$ cat src/rtl/pc_stack.sv
// Fetch-stage program counter with relative branching and a LIFO return-address stack.
// One command per cycle, fixed priority call > ret > load > branch > inc; stack faults are sticky.
module pc_stack #(
  parameter int unsigned       ADDR_W      = 16,
  parameter int unsigned       OFF_W       = 8,
  parameter int unsigned       STACK_DEPTH = 4,
  parameter logic [ADDR_W-1:0] RESET_VEC   = '0
) (
  input  logic                               clock,
  input  logic                               reset_n,
  input  logic                               inc,
  input  logic                               load,
  input  logic                               branch,
  input  logic                               call,
  input  logic                               ret,
  input  logic                               clear_err,
  input  logic [ADDR_W-1:0]                  target,
  input  logic [OFF_W-1:0]                   offset,
  output logic [ADDR_W-1:0]                  pc,
  output logic [$clog2(STACK_DEPTH+1)-1:0]   depth,
  output logic                               stack_empty,
  output logic                               stack_full,
  output logic                               overflow,
  output logic                               underflow
);

  localparam int unsigned        DEPTH_W   = $clog2(STACK_DEPTH + 1);
  localparam int unsigned        IDX_W     = (STACK_DEPTH > 1) ? $clog2(STACK_DEPTH) : 1;
  localparam logic [DEPTH_W-1:0] DEPTH_MAX = DEPTH_W'(STACK_DEPTH);

  typedef enum logic [2:0] {
    CmdHold,
    CmdInc,
    CmdBranch,
    CmdLoad,
    CmdRet,
    CmdCall
  } cmd_e;

  cmd_e               cmd;
  logic [ADDR_W-1:0]  pc_q, pc_d;
  logic [ADDR_W-1:0]  pc_inc;
  logic [ADDR_W-1:0]  off_ext;
  logic [ADDR_W-1:0]  stack_top;
  logic [DEPTH_W-1:0] depth_q, depth_d;
  logic               overflow_q, overflow_d;
  logic               underflow_q, underflow_d;
  logic               ovf_set, unf_set;
  logic               push_en;
  logic [IDX_W-1:0]   push_idx;
  logic [IDX_W-1:0]   top_idx;
  logic               is_empty, is_full;

  // Storage is deliberately unreset; only entries below depth are ever read.
  logic [ADDR_W-1:0]  stack_q [STACK_DEPTH];

  // Command decode, highest priority first.
  always_comb begin
    cmd = CmdHold;
    if (call) begin
      cmd = CmdCall;
    end else if (ret) begin
      cmd = CmdRet;
    end else if (load) begin
      cmd = CmdLoad;
    end else if (branch) begin
      cmd = CmdBranch;
    end else if (inc) begin
      cmd = CmdInc;
    end
  end

  assign is_empty = (depth_q == '0);
  assign is_full  = (depth_q == DEPTH_MAX);

  // Sign-extend the branch displacement to the full address width.
  always_comb begin
    off_ext              = {ADDR_W{offset[OFF_W-1]}};
    off_ext[OFF_W-1:0]   = offset;
  end

  assign pc_inc    = pc_q + 1'b1;
  assign push_idx  = IDX_W'(depth_q);
  assign top_idx   = IDX_W'(depth_q - 1'b1);
  assign stack_top = stack_q[top_idx];

  always_comb begin
    pc_d    = pc_q;
    depth_d = depth_q;
    push_en = 1'b0;
    ovf_set = 1'b0;
    unf_set = 1'b0;
    unique case (cmd)
      CmdCall: begin
        if (is_full) begin
          ovf_set = 1'b1;
        end else begin
          push_en = 1'b1;
          depth_d = depth_q + 1'b1;
          pc_d    = target;
        end
      end
      CmdRet: begin
        if (is_empty) begin
          unf_set = 1'b1;
        end else begin
          depth_d = depth_q - 1'b1;
          pc_d    = stack_top;
        end
      end
      CmdLoad:   pc_d = target;
      CmdBranch: pc_d = pc_q + off_ext;
      CmdInc:    pc_d = pc_inc;
      default:   pc_d = pc_q;
    endcase
  end

  // A new fault in the same cycle as clear_err leaves the flag set.
  assign overflow_d  = ovf_set | (overflow_q & ~clear_err);
  assign underflow_d = unf_set | (underflow_q & ~clear_err);

  always_ff @(posedge clock or negedge reset_n) begin
    if (!reset_n) begin
      pc_q        <= RESET_VEC;
      depth_q     <= '0;
      overflow_q  <= 1'b0;
      underflow_q <= 1'b0;
    end else begin
      pc_q        <= pc_d;
      depth_q     <= depth_d;
      overflow_q  <= overflow_d;
      underflow_q <= underflow_d;
    end
  end

  always_ff @(posedge clock) begin
    if (reset_n && push_en) begin
      stack_q[push_idx] <= pc_inc;
    end
  end

  assign pc          = pc_q;
  assign depth       = depth_q;
  assign stack_empty = is_empty;
  assign stack_full  = is_full;
  assign overflow    = overflow_q;
  assign underflow   = underflow_q;

`ifndef SYNTHESIS
  depth_in_range: assert property (@(posedge clock) disable iff (!reset_n) depth_q <= DEPTH_MAX);
`endif

endmodule

$ cat config.mk
export PLATFORM = sky130hd
export DESIGN_NAME = pc_stack
export DESIGN_NICKNAME = d
export VERILOG_FILES = /design/src/rtl/pc_stack.sv
export SDC_FILE = /design/constraint.sdc
export NUM_CORES = 1
export LEC_CHECK = 0
export ABC_AREA = 1
export CAP_MARGIN = 20
export CORE_ASPECT_RATIO = 1.2
export CORE_MARGIN = 2
export CORE_UTILIZATION = 35
export CTS_BUF_LIST = sky130_fd_sc_hd__clkbuf_8
export CTS_CLUSTER_DIAMETER = 120
export DETAILED_ROUTE_END_ITERATION = 8
export SLEW_MARGIN = 40
export SYNTH_ARGS = -nofsm -noshare
export SYNTH_HDL_FRONTEND = slang
export SYNTH_SLANG_ARGS = --single-unit
$ cat constraint.sdc
create_clock -name clock -period 2.9 [get_ports clock]
set_input_delay 0.435 -clock clock [delete_from_list [all_inputs] [get_ports clock]]
set_output_delay 0.435 -clock clock [all_outputs]
set_load 0.01 [all_outputs]
### Word level (Yosys, flattened, before mapping)

Memories as Yosys holds them, arrays and structs flattened.
Index checks and enable logic that the tools add are counted.

| word-level totals | value |
|---|---|
| flip-flop bits (word level) | 21 |
| bits in writable memories | 64 |
| bits of input ports | 32 |
| output and inout port bits | 23 |
| memories | 1 |

| cells by class | value |
|---|---|
| add/sub/neg operators | 4 |
| eq/ne operators | 8 |
| mux-type cells | 19 |
| bitwise logic cells | 5 |
| reduce and logical (&&, ||, !) cells | 6 |

Memory list:

| memory | depth | width | read ports | clocked after memory_dff | write ports | RTL line | text |
|---|---|---|---|---|---|---|---|
| stack_q | 4 | 16 | 1 | 0 | 1 | 55 | `logic [ADDR_W-1:0] stack_q [STACK_DEPTH];` |

Operators with widths:

| cell | number |
|---|---|
| one-hot mux 16 bit (5 select lines) | 1 |
| two-way mux 16 bit | 2 |
| adder 16 x 1 -> 16 bit (second input constant) | 1 |
| adder 16 bit | 1 |
| two-way mux 3 bit | 4 |
| equality test 3 bit (second input constant) | 3 |
| two-way mux 1 bit | 9 |
| equality test 3 x 2 -> 1 bit (second input constant) | 2 |
| one-hot mux 3 bit (2 select lines) | 1 |
| AND reduction 3 bit | 2 |
| nonzero test 5 bit | 1 |
| two-way mux 2 bit | 2 |
| inequality test 2 bit (second input constant) | 2 |
| adder 3 x 1 -> 3 bit (second input constant) | 1 |
| equality test 3 x 1 -> 1 bit (second input constant) | 1 |
| logical NOT 3 bit | 1 |
| subtractor 3 x 1 -> 3 bit (second input constant) | 1 |
| bitwise AND 1 bit | 2 |
| bitwise OR 1 bit | 2 |
| nonzero test 2 bit | 1 |
| logical AND 1 bit | 1 |
| inverter 1 bit | 1 |

### Longest topological paths before layout

Gate-level depths: netlist of run 1.

| logic depth | value |
|---|---|
| depth after elaboration | 10 |
| mapped depth | 14 |
| gate-level depth less buffers | 14 |

### Least setup slack after synthesis of run 1

OpenSTA, ideal clock, no wires.

| timing | value |
|---|---|
| path kind | flip-flop to flip-flop |
| from | register depth_q[0] (netlist: depth[0]) |
| to | memory stack_q[1][0], enable pin |
| library setup time | 0.389 ns |
| data arrival time | 1.952 ns |
| slack | 0.560 ns |
| cell stages (with the launch flop) | 8 |
| buffers on the path | 2 |
| cell sequence | dfrtp_1 -> buf_2 -> inv_1 -> buf_2 -> ha_1 -> nand2_1 -> nand3_1 -> nor2_1 |

| between the ends | value |
|---|---|
| word-level cells in the longest chain between the ends | 6 |

Ends and longest elaborated chain:

| what | RTL line | text |
|---|---|---|
| start, declared | 45 | `logic [DEPTH_W-1:0] depth_q, depth_d;` |
| start signal, assigned | 130 | `depth_q <= depth_d;` |
| equality test 3 bit | 74 | `assign is_full = (depth_q == DEPTH_MAX);` |
| two-way mux 1 bit | 95 | `if (is_full) begin` |
| two-way mux 1 bit | 93 | `unique case (cmd)` |
| logical AND 1 bit | 137 | `if (reset_n && push_en) begin` |
| two-way mux 1 bit | 137 |  |
| two-way mux 1 bit (implied by the code) | 138 | `stack_q[push_idx] <= pc_inc;` |
| end, declared | 55 |  |

Several ways; a longest one is shown, not always the timed one.

### Worst setup path after layout of run 1

| timing | value |
|---|---|
| from | register depth_q[1] (netlist: depth[1]) |
| to | output stack_empty |

| between the ends | value |
|---|---|
| word-level cells in the longest chain between the ends | 1 |

Ends and longest elaborated chain:

| what | RTL line | text |
|---|---|---|
| logical NOT 3 bit | 73 | `assign is_empty = (depth_q == '0);` |
| end, declared | 21 | `output logic stack_empty,` |

Every way passes these cells.

==> flow_summary.toml, run 1 <==
[synthesis]
ys_types = 33
synth_edf_count = 64
syn_nets = 736
synthTopCellsByCount = "nand2_1, inv_1, nand3_1"
synth_top_area_share_pct = 36.0
synthArstFlopShare_pct = 24.7
ys_warn_count = 0
synth.largest_area_cell = "edfxtp_1"
yosysMostFrequentCell = "nand2_1"
synth_area_leaders = "edfxtp_1, nand2_1, dfrtp_1, inv_1, nand3_1"
ys_seq_elements = 85
postSynthCellCount = 682
syn_area_per_cell_um2 = 7.82
seq_area_frac_synth_pct = 45.9
synth_ff_type = "edfxtp_1"
netlist_area_um2 = 5340

[finish]
drive_gt1_share_pct = 6.68
area_growth_pct = 18.1
nets = 797
seq_area_um2 = 2450
fill_cells = 1566
n_antenna_cell = 0
multi_input_area_um2 = 2370
final_util_pct = 42.1

[floorplan]
fp.coreArea_um2 = 15000
ioPinCount = 55
num_rows = 49
die_h_um = 139
die_w_um = 117
die_area_um2 = 16300
start_util_pct = 35.7

[worst_setup_path]
crit_type = "reg2out"
setup.worst_path.start = "depth[1]"
r2r-end = "pc[1]"
r2r_slack_ns = 0.69
r2r_cells = 10
endpoint_kind = "output pin"
worstPathRequired_ns = 2.47
crit_end = "stack_empty"
cp.arrival_ns = 1.89
cp_max_fo = 4
worstSetupStartpointType = "flop"
reg2reg_from = "depth[1]"

[clocking]
cts_hold_buf = 0
htreeDepth = 3
numCtsBuffers = 9
cts_setup_buffers = 0
cts_resized = 0
cts_tree = "built"
clock_sinks = 85
clk_pin_slew_ns = 0.09
clk_latency_ns = 0.37
clockBufferDepth = 2
clockRootBuffer = "clkbuf_8"

[routing]
via_count = 4536
met1_length_um = 6180
routedWlPerCell_um = 14.8
first_pass_iters = 6
route.met3.wl_um = 638
drt-vias-per-instance = 4.76
routed_wirelength_um = 14100
met2_length_um = 6930
drcViolationCount = 0
drt_iter0_drc = 256
ant_nets = 0
highest_layer = "met4"

[timing]
rsz0062_at_grt = "no"
tns_ns = 0
maxSlewHeadroom_pct = 66.5
maxSlewViolCount = 0
fin_crit_sh_pct = 80.2
period_minus_slack_ns = 2.32
clock.fmax_mhz = 430
finalHoldViolCount = 0
finalSetupViolCount = 0
tightestPinTransition_ns = 0.501
fin_skew_ns = 0.0114

[pwr]
p_leak_nw = 2.87
peakVddDrop_v = 0.000331
p_per_area_nw_per_um2 = 917

[worst_hold_path]
hp-class = "reg2reg"

[global_routing]
grt_pass1_vias = 4496
antenna_found_initial = 0
grtUsageTotal_pct = 18.2
grt_max_degree = 40
grt_overflow = 0
grt_first_pass_wirelength_um = 22800

[job]
maxCapViolCount = 0

[placement]
io_buffers = 54
hpwl_um = 10400
place_congestion = 0.916

[run_status]
status = "finished clean"
## power by group
| part | internal (W) | switching [W] | leakage, nW | total [W] |
|---|---|---|---|---|
| clock | 0.000414 | 0.000416 | 0.109 | 0.000830 |
| combinational | 0.00108 | 0.00189 | 1.92 | 0.00297 |
| sequential | 0.00171 | 0.000273 | 0.835 | 0.00198 |
| total | 0.00320 | 0.00258 | 2.87 | 0.00578 |
## metrics by stage
step / cell area (um^2) / std cells / hold WS [ns] / power, W / worst slack [ns]
floorplan: 5340 / 682 / 0.139 / 0.00392 / 0.560
global placement: 6110 / 936 / 0.520 / 0.00494 / 0.241
detailed placement: 6110 / 936 / 0.513 / 0.00497 / 0.327
CTS: 6300 / 952 / 0.527 / 0.00581 / 0.520
global route: 6300 / 952 / 0.541 / 0.00627 / 0.465
finish: 6300 / 952 / 0.523 / 0.00578 / 0.575
## cell type report
cell class,instances,area share (%)
Multi-Input combinational cell,472,37.6
Tap cell,204,4.05
Inverter,110,6.55
Clock buffer,10,2.18
Timing Repair Buffer,65,9.89
Sequential cell,85,38.8
Clock inverter,6,0.893
## sequential cells by signal, summed over array words and instances (netlist names)
signal / flops
depth: 3
underflow: 1
pc: 16
overflow: 1
stack_q: 64
## critical path, cell delays in order, from the launching register on
cell             delay [ns]
dfrtp_1                0.42
inv_1                  0.13
ha_1                   0.18
inv_1                  0.05
nor2_1                 0.16
clkdlybuf4s50_1        0.57
## per-layer routing
layer / GRT usage (%) / vias to the layer above
met5: 0 / -
met4: 6.87 / 0
met3: 1.96 / 25
met2: 30.4 / 127
met1: 24.0 / 2060
li1: - / 2324
## layout by cell type, fill, tap and decap left out, drive strengths merged
master         synthesis  layout
xor2                   5       5
nor2                  42      42
clkinv                 3       6
dfrtp                 21      21
o21ai                 32      32
nand3b                 6       6
nor3                   3       3
and2                   8       8
o22ai                  3       3
ha                    21      21
a22oi                  1       1
xnor2                  2       2
o211ai                 3       3
a21oi                 19      19
clkdlybuf4s50          0      54
clkbuf                 0      10
fa                     1       1
edfxtp                64      64
a32oi                  1       1
inv                  107     109
nand3                 73      73
bufinv                 0       1
buf                   15      11
nand4                 11      11
nand2                241     241
## worst min path at each step
stage               startpoint  cells after the start        to
floorplan              reset_n                      0  depth[0]
global placement      overflow                      2  overflow
detailed placement    depth[2]                      1  depth[2]
CTS                   depth[2]                      1  depth[2]
global route           reset_n                      2  depth[1]
finish                depth[2]                      1  depth[2]
## cell families after synthesis
group / after synthesis / synth area share (%)
AO/OA/AOI/OAI: 59 / 6.07
XOR/XNOR: 7 / 1.15
adder cells (fa/ha/maj): 22 / 5.30
buffers and inverters: 125 / 9.73
flip-flops: 85 / 45.9
AND/OR/NAND/NOR: 384 / 31.9
(Power assumes the default switching activity.)
==> run 2, diff against run 1 <==
==> constraint.sdc (replaced) <==
create_clock -name clock -period 2.3 [get_ports clock]
set_input_delay 0.345 -clock clock [delete_from_list [all_inputs] [get_ports clock]]
set_output_delay 0.345 -clock clock [all_outputs]
set_load 0.01 [all_outputs]
==> flow_summary.toml, run 2 (synthesis results as in run 1) <==
[pwr]
peakVddDrop_v = 0.000524
p_per_area_nw_per_um2 = 1170
p_leak_nw = 2.98
internal-power_w = 0.00440
p_sw_w = 0.00326
combPwrFrac_pct = 52.6
seqPwrFrac_pct = 31.6
power.total_w = 0.00766
switching_share_pct = 42.6
clock_power_share_pct = 15.8

[timing]
tightestPinTransition_ns = 0.410
fin_ws_ns = 0.120
finalSetupViolCount = 0
period_minus_slack_ns = 2.18
clock.fmax_mhz = 459
fin_skew_ns = 0.00847
maxSlewHeadroom_pct = 72.6
fin_crit_sh_pct = 94.8
finalHoldViolCount = 0
rsz0062_at_grt = "no"
maxSlewViolCount = 0

[worst_setup_path]
cp_max_fo = 4
endpoint_kind = "output pin"
worstSetupStartpointType = "flop"
worstPathRequired_ns = 1.96
cp.arrival_ns = 1.84
crit_type = "reg2out"

[floorplan]
fp.coreArea_um2 = 15000
die_area_um2 = 16300
num_rows = 49
ioPinCount = 55
die_w_um = 117
start_util_pct = 35.7
die_h_um = 139

[finish]
regMostFlops = "stack_q"
final_common_cell = "nand2_1"
nets = 815
final_cell_mix = "nand2_1, inv_1, nand3_1"
fill_cells = 1568
drive_gt1_share_pct = 9.14
final_cells = 970
fin_area_um2 = 6540
area_growth_pct = 22.6
n_antenna_cell = 0
final_util_pct = 43.7
largest_register_ffs = 64

[clocking]
cts_tree = "built"
cts_hold_buf = 0
cts_resized = 0
cts_setup_buffers = 0
clockRootBuffer = "clkbuf_8"
clk_latency_ns = 0.36
htreeDepth = 3
clk_pin_slew_ns = 0.08
numCtsBuffers = 9
clock_sinks = 85
clockBufferDepth = 2

[global_routing]
grt_overflow = 0
grt_max_degree = 40
grt_pass1_vias = 4520
grtUsageTotal_pct = 18.7
antenna_found_initial = 0
grt_first_pass_wirelength_um = 23200

[routing]
drt_iter0_drc = 319
routedWlPerCell_um = 14.7
drcViolationCount = 0
ant_nets = 0
drt-vias-per-instance = 4.72
first_pass_iters = 5
routed_wirelength_um = 14200
via_count = 4576

[worst_hold_path]
hp-class = "in2async"

[placement]
dp.cells = 954
post_dp_cell_area_um2 = 6310
hpwl_um = 10700
io_buffers = 54
place_congestion = 0.902
dpl_worst_slack_ns = -0.0548

[job]
maxCapViolCount = 0

[run_status]
status = "finished clean"
-- run 2: changes by cell type in the layout (fill, tap and decap cells not counted), sizes merged --
cell / change
clkinv: -1
bufinv: +1
clkbuf: +2
inv: -2
buf: +18
-- run 2: final timing paths --
kind,start,endpoint,slack [ns],depth (start not counted)
min,reset_n,pc[0],0.44,2
max,depth[1],stack_empty,0.12,5
min in group clock,overflow,overflow,0.53,2
max in group asynchronous,reset_n,pc[9],1.62,2
min reg2reg,overflow,overflow,0.53,2
max reg2reg,pc[0],pc[8],0.23,13
-- run 2: routing by layer --
layer / vias up / routed length, um / GRT usage [%] / part of all wire, %
li1: 2354 / - / - / -
met1: 2096 / 6370 / 24.9 / 45
met2: 102 / 6900 / 30.6 / 48
met3: 24 / 554 / 2.35 / 3.9
met4: 0 / 421 / 7.24 / 3.0
met5: - / 0 / 0 / 0
-- run 2: area by class of cell --
class | instances | area, um^2 | area share (%)
well taps | 204 | 255 | 3.90
clock inverters | 4 | 68.8 | 1.05
flip-flops and latches | 85 | 2450 | 37.4
inverters | 110 | 413 | 6.31
clock buffers | 12 | 165 | 2.52
repair buffers | 83 | 821 | 12.5
multi-input cells | 472 | 2370 | 36.3
-- run 2: power groups by stage --
stage	clock network (W)	logic, W	registers (W)
floorplan	0	0.00244	0.00250
detailed placement	0	0.00405	0.00245
finish	0.00121	0.00403	0.00242
CTS	0.00124	0.00407	0.00242
global placement	0	0.00402	0.00245
global route	0.00130	0.00456	0.00246
-- run 2: worst max-delay path, cell delays in order, from the launching register on --
cell	delay, ns
dfrtp_1	0.42
inv_1	0.13
ha_1	0.19
inv_1	0.07
nor2_2	0.12
clkdlybuf4s50_1	0.56
-- run 2: metrics by stage --
step	hold slack, ns	TNS (ns)
after global placement	0.520	-0.0203
after CTS	0.450	0
after detailed placement	0.520	-0.177
after floorplan	0.0494	-2.58
final	0.441	0
after global routing	0.471	0
==> run 3, diff against run 2 <==
--- a/config.mk
+++ b/config.mk
@@ -9,10 +9,11 @@
 export CAP_MARGIN = 20
 export CORE_ASPECT_RATIO = 1.2
 export CORE_MARGIN = 2
-export CORE_UTILIZATION = 35
-export CTS_BUF_LIST = sky130_fd_sc_hd__clkbuf_8
+export CORE_UTILIZATION = 45
+export CTS_BUF_LIST = sky130_fd_sc_hd__clkbuf_4
 export CTS_CLUSTER_DIAMETER = 120
 export DETAILED_ROUTE_END_ITERATION = 8
+export PLACE_DENSITY = 0.66
 export SLEW_MARGIN = 40
 export SYNTH_ARGS = -nofsm -noshare
 export SYNTH_HDL_FRONTEND = slang
==> flow_summary.toml, run 3 (synthesis results as in run 1) <==
[run_status]
status = "finished clean"

[finish]
regMostFlops = "stack_q"
area_growth_pct = 19.4
final_cells = 922
drive_gt1_share_pct = 8.64
final_util_pct = 55.1
nets = 813
final_common_cell = "nand2_1"
final_cell_mix = "nand2_1, inv_1, nand3_1"
largest_register_ffs = 64
fill_cells = 1117

[worst_setup_path]
endpoint_kind = "output pin"
setup.worst_path.start = "depth[1]"
r2r_cells = 13
cp.arrival_ns = 1.83
worstPathRequired_ns = 1.96
r2r_slack_ns = 0.20
cp_max_fo = 4
crit_type = "reg2out"
worstSetupStartpointType = "flop"
crit_end = "stack_full"
reg2reg_from = "pc[0]"
r2r-end = "pc[12]"

[clocking]
clk_latency_ns = 0.44
clk_pin_slew_ns = 0.14
cts_tree = "built"
clock_sinks = 85
cts_hold_buf = 0
clockBufferDepth = 2
numCtsBuffers = 9
clockRootBuffer = "clkbuf_4"
htreeDepth = 3

[floorplan]
die_area_um2 = 12700
ioPinCount = 55
die_h_um = 123
num_rows = 43
start_util_pct = 46.1
die_w_um = 103
fp.coreArea_um2 = 11600

[routing]
drt_iter0_drc = 347
first_pass_iters = 5
via_count = 4705
drcViolationCount = 0
routed_wirelength_um = 14300
drt-vias-per-instance = 5.10
routedWlPerCell_um = 15.5
ant_nets = 0

[timing]
maxSlewHeadroom_pct = 72.8
finalSetupViolCount = 0
finalHoldViolCount = 0
hold_ws_ns = 0.297
tightestPinTransition_ns = 0.408
fin_skew_ns = 0.0201
maxSlewViolCount = 0
fin_crit_sh_pct = 94.6
period_minus_slack_ns = 2.18
clock.fmax_mhz = 460

[job]
maxCapViolCount = 0

[placement]
dp.cells = 904
io_buffers = 54
place_congestion = 0.949
hpwl_um = 10700

[global_routing]
grt_max_degree = 40
grtUsageTotal_pct = 23.5
grt_overflow = 0
antenna_found_initial = 1
grt_pass1_vias = 4426
grt_first_pass_wirelength_um = 22300

[worst_hold_path]
hp-class = "in2async"

[pwr]
peakVddDrop_v = 0.000490
p_leak_nw = 2.92
p_per_area_nw_per_um2 = 1140
==> run 3: repair_timing <==
| action | in CTS | in global routing |
|---|---|---|
| gates resized for setup | 1 | 1 |
| buffers inserted | 0 | 1 |
| setup endpoints to repair | 1 | 1 |
| pin swaps | 0 | 0 |
| cloned | 0 | 0 |
==> run 3: worst max-delay path: stages (launching register included) <==
cell and delay [ns]:
dfrtp_1 0.42, inv_1 0.12, ha_2 0.20, nand2_1 0.07
inv_1 0.07, clkdlybuf4s50_1 0.53
==> run 3: final cells by class <==
cell class	count	area, um^2	area share (%)
flip-flops and latches	85	2450	38.4
clock inverters	7	66.3	1.04
repair buffers	81	805	12.6
inverters	110	413	6.48
well taps	157	196	3.08
clock buffers	9	67.6	1.06
diodes	1	2.50	0.0393
multi-input cells	472	2370	37.2
==> run 3: how the worst min path moves through the flow <==
stage | start | endpoint | slack (ns) | depth (start not counted)
final | reset_n | pc[6] | 0.30 | 2
after global routing | reset_n | pc[8] | 0.30 | 2
after CTS | reset_n | pc[5] | 0.29 | 2
after detailed placement | overflow | overflow | 0.52 | 2
after global placement | overflow | overflow | 0.51 | 2
after floorplan | reset_n | depth[0] | 0.05 | 0
==> run 3: routing by layer <==
| metal | track usage [%] | vias up | routed length (um) |
|---|---|---|---|
| li1 | - | 2369 | - |
| met1 | 30.1 | 2167 | 6110 |
| met2 | 40.4 | 147 | 7150 |
| met3 | 3.11 | 22 | 666 |
| met4 | 8.31 | 0 | 338 |
| met5 | 0 | - | 0 |
==> run 3: metrics by stage <==
stage,setup TNS [ns],cell area [um^2],worst slack (ns),total power [W]
6_report,0,6370,0.125,0.00728
5_1_grt,-0.00304,6370,-0.00304,0.00787
4_1_cts,0,6360,0.0700,0.00726
3_5_place_dp,-0.0393,6220,-0.0244,0.00643
3_3_place_gp,0,6220,0.0189,0.00631
2_1_floorplan,-2.58,5340,-0.0404,0.00494
==> run 3: power by group <==
part           leakage [nW]  total, W  internal (W)  switching [W]
combinational          2.02   0.00404       0.00151        0.00254
clock                0.0686  0.000830      0.000325       0.000505
sequential            0.835   0.00241       0.00215       0.000252
total                  2.92   0.00728       0.00398        0.00330
==> RTL change 1, RTL diff (config.mk and constraints of run 1) <==
Remove the case item `CmdBranch` of the case on `cmd`.
--- a/src/rtl/pc_stack.sv
+++ b/src/rtl/pc_stack.sv
@@ -109,7 +109,6 @@
         end
       end
       CmdLoad:   pc_d = target;
-      CmdBranch: pc_d = pc_q + off_ext;
       CmdInc:    pc_d = pc_inc;
       default:   pc_d = pc_q;
     endcase
Function: changed (a bounded check fails within 4 cycles, from zero or initial values and one cycle with reset_n low).
==> RTL change 1 against run 1 <==
- total power shrank 18%
- sequential cell count stayed put
- wire length fell by 26%
- final cell count down 29%
- design area decreased by 20%
- register-to-register slack improved by 0.26 ns
- setup slack got worse by 0.098 ns
- area after synthesis down 21%
- clock skew is 0.0030 ns lower
==> RTL change 1: results (changes against run 1) <==
metric;value;unit;change
finalNetCount;551;;was 797
synth_fa_ha_area_frac;0.0178;;was 0.0530
netlist-cell-type-count;29;;was 33
vias_per_cell;4.85;;was 4.76
worstMarginPinSlew;0.440;ns;was 0.501 ns
synth-compound-area-share;0.0315;;was 0.0607
drive_gt1_frac;0.0849;;was 0.0668
slowest_delay;0.59;ns;was 0.57 ns
met1_length;4630;um;was 6180 um
syn-num-nets;500;;was 736
min_path_type;primary input to async pin;;was register to register
use_met1;0.213;;was 0.240
dp_hpwl;6940;um;was 10400 um
routed-wl-met3;413;um;was 638 um
dr.pass1.iters;4;;was 6
grt_usage;0.169;;was 0.182
met2_usage;0.294;;was 0.304
place.gp.congestion;0.778;;was 0.916
grt_pass1_vias;3310;;was 4496
ys_top_cells_by_area;edfxtp_1 (46%), dfrtp_1 (12%), nand2_1 (12%);;was edfxtp_1 (36%), nand2_1 (17%), dfrtp_1 (9.8%)
r2r_slack;0.95;ns;was 0.69 ns
wl;10500;um;was 14100 um
status;complete, no violations;;unchanged
grt_pass1_wl;17100;um;was 22800 um
synthXorXnorAreaFrac;0.00623;;was 0.0115
switching_share;0.403;;was 0.446
worst_clock_skew;0.00833;ns;was 0.0114 ns
synth_common_cells;nand2_1 (137), nand3_1 (84), edfxtp_1 (64), nor2_1 (46), inv_1 (33);;was nand2_1 (236), inv_1 (102), nand3_1 (71), edfxtp_1 (64), nor2_1 (33)
arrival;1.99;ns;was 1.89 ns
grt_max_degree;38;;was 40
regToRegEndpoint;pc[8]$_DFFE_PN0P_;;was pc[1]$_DFFE_PN0P_
ir_drop;453;uV;was 331 uV
synth-seq-area-share;0.581;;was 0.459
dpl_worst_slack;0.645;ns;was 0.327 ns
r2r_cells;9;;was 10
drt_iter0_markers;212;;was 256
route.met2.wl;5290;um;was 6930 um
## RTL change 1: cell type report
| cell class | instances | area [um2] |
|---|---|---|
| clock buffer | 9 | 124 |
| clock inverter | 7 | 57.6 |
| fill | 1144 | 6650 |
| inverter | 38 | 143 |
| multi-input combinational | 321 | 1510 |
| sequential | 85 | 2450 |
| tap | 157 | 196 |
| timing repair buffer | 58 | 551 |
## RTL change 1: per-stage QoR
stage / utilization / std cells / hold WS (ns) / cell area, um2
6_report: 0.430 / 675 / 0.486 / 5020
4_1_cts: 0.430 / 675 / 0.492 / 5020
5_1_grt: 0.430 / 675 / 0.526 / 5020
2_1_floorplan: - / 462 / 0.139 / 4220
3_5_place_dp: 0.415 / 659 / 0.536 / 4840
3_3_place_gp: 0.415 / 659 / 0.514 / 4840
## RTL change 1: worst max-delay path: cells and delay by family, from the launching register on
kind | cells | cell delay, ns
buf+inv | 3 | 0.80
fa+ha+maj | 1 | 0.18
simple gates | 1 | 0.21
flops | 1 | 0.44
## RTL change 1: power groups by stage
stage	Clock (mW)	Combinational [mW]	Sequential, mW
global placement	0	1.97	1.97
finish	0.793	2.01	1.95
global route	0.850	2.27	1.98
CTS	0.817	2.04	1.95
detailed placement	0	2.02	1.97
floorplan	0	1.26	1.97
## RTL change 1: how the worst min path moves through the flow
stage	endpoint	slack, ns
after floorplan	depth[0]$_DFFE_PN0P_	0.14
after global placement	overflow$_DFF_PN0_	0.51
after detailed placement	underflow$_DFF_PN0_	0.54
after CTS	underflow$_DFF_PN0_	0.49
after global routing	underflow$_DFF_PN0_	0.53
final	underflow$_DFF_PN0_	0.49
==> RTL change 2, RTL diff (config.mk and constraints of run 1) <==
Without the edit above. `STACK_DEPTH`: 4 -> 2.
--- a/src/rtl/pc_stack.sv
+++ b/src/rtl/pc_stack.sv
@@ -3,7 +3,7 @@
 module pc_stack #(
   parameter int unsigned       ADDR_W      = 16,
   parameter int unsigned       OFF_W       = 8,
-  parameter int unsigned       STACK_DEPTH = 4,
+  parameter int unsigned       STACK_DEPTH = 2,
   parameter logic [ADDR_W-1:0] RESET_VEC   = '0
 ) (
   input  logic                               clock,
Interface: changed (resized depth); port bits go from 55 to 54. The function was not compared with the original's and may differ.
==> RTL change 2 against run 1 <==
- design area shrank 29%
- largest cell class is now multi-input combinational cells
- utilization grew 1.2 points
- clock power shrank 48%
- setup slack lost 0.084 ns
- total power shrank 34%
- global-route usage shrank 0.15 points
- wire length shrank 29%
- sequential cell count shrank 33
- clock skew grew 0.0022 ns
- sequential share of layout area shrank 6.3 points
- critical path depth grew 6
- area after synthesis shrank 31%
==> RTL change 2: results (changes against run 1) <==
metric;value;unit;change
drive_gt1_frac;0.0466;;was 0.0668
synth_fa_ha_area_frac;0.0666;;was 0.0530
worstSkewPairLatency;0.32;ns;was 0.37 ns
slowest_delay;0.62;ns;was 0.57 ns
synthXorXnorAreaFrac;0.0190;;was 0.0115
grt_pass1_wl;16200;um;was 22800 um
synth-compound-area-share;0.0969;;was 0.0607
port_buffers;53;;was 54
grt_pass1_vias;3339;;was 4496
synthCells;518;;was 682
drt_iter0_markers;194;;was 256
vias_per_cell;4.91;;was 4.76
dp_hpwl;7820;um;was 10400 um
yosysTopAreaCellShare;0.261;;was 0.360
grt_max_degree;21;;was 40
grt_usage;0.180;;was 0.182
netlist-cell-type-count;35;;was 33
synth_edf_count;32;;was 64
syn-num-nets;569;;was 736
r2r_cells;12;;was 10
cts_buffers;5;;was 9
ys_top_cells_by_area;edfxtp_1 (26%), nand2_1 (17%), dfrtp_1 (14%);;was edfxtp_1 (36%), nand2_1 (17%), dfrtp_1 (9.8%)
synth_common_cells;nand2_1 (166), inv_1 (81), nor2_1 (44), nand3_1 (43), edfxtp_1 (32);;was nand2_1 (236), inv_1 (102), nand3_1 (71), edfxtp_1 (64), nor2_1 (33)
worst_clock_skew;0.0135;ns;was 0.0114 ns
place.gp.congestion;0.978;;was 0.916
status;complete, no violations;;unchanged
dpl_worst_slack;0.166;ns;was 0.327 ns
async_reset_ff_frac;0.385;;was 0.247
placed_cells;701;;was 936
RTL change 2: cell count changes in the layout (fill, tap and decap cells not counted), sizes merged, moves of 5 or more:
cell | before | now
nor3 | 3 | 9
nor2 | 42 | 47
nand3 | 73 | 43
a21oi | 19 | 31
and2 | 8 | 2
edfxtp | 64 | 32
inv | 109 | 85
o21ai | 32 | 25
nand2 | 241 | 167
clkbuf | 10 | 5
RTL change 2: path summary, 6_finish.rpt:
check                                    from            endpoint  slack [ns]
setup reg to reg            pc[1]$_DFFE_PN0P_  pc[14]$_DFFE_PN0P_        0.81
hold reg to reg            overflow$_DFF_PN0_  overflow$_DFF_PN0_        0.54
max in group asynchronous             reset_n  pc[11]$_DFFE_PN0P_        2.14
min in group clock         overflow$_DFF_PN0_  overflow$_DFF_PN0_        0.54
hold / removal                        reset_n   pc[0]$_DFFE_PN0P_        0.51
setup / recovery                    offset[7]  pc[14]$_DFFE_PN0P_        0.49
RTL change 2: metal layers:
layer / global-route usage / routed length (um)
met1: 0.227 / 4440
met2: 0.316 / 4870
met3: 0.0168 / 370
met4: 0.0815 / 289
met5: 0 / 0
RTL change 2: cell families after synthesis:
group	after synthesis
simple gates	280
buf+inv	94
compound gates	65
flops	52
fa+ha+maj	19
xor+xnor	8
RTL change 2: cell type report:
| class | instances | area [um2] |
|---|---|---|
| Fill cell | 1070 | 5880 |
| Multi-Input combinational cell | 372 | 1850 |
| Sequential cell | 52 | 1460 |
| Timing Repair Buffer | 63 | 606 |
| Inverter | 85 | 319 |
| Tap cell | 129 | 161 |
| Clock buffer | 5 | 68.8 |
| Clock inverter | 3 | 17.5 |
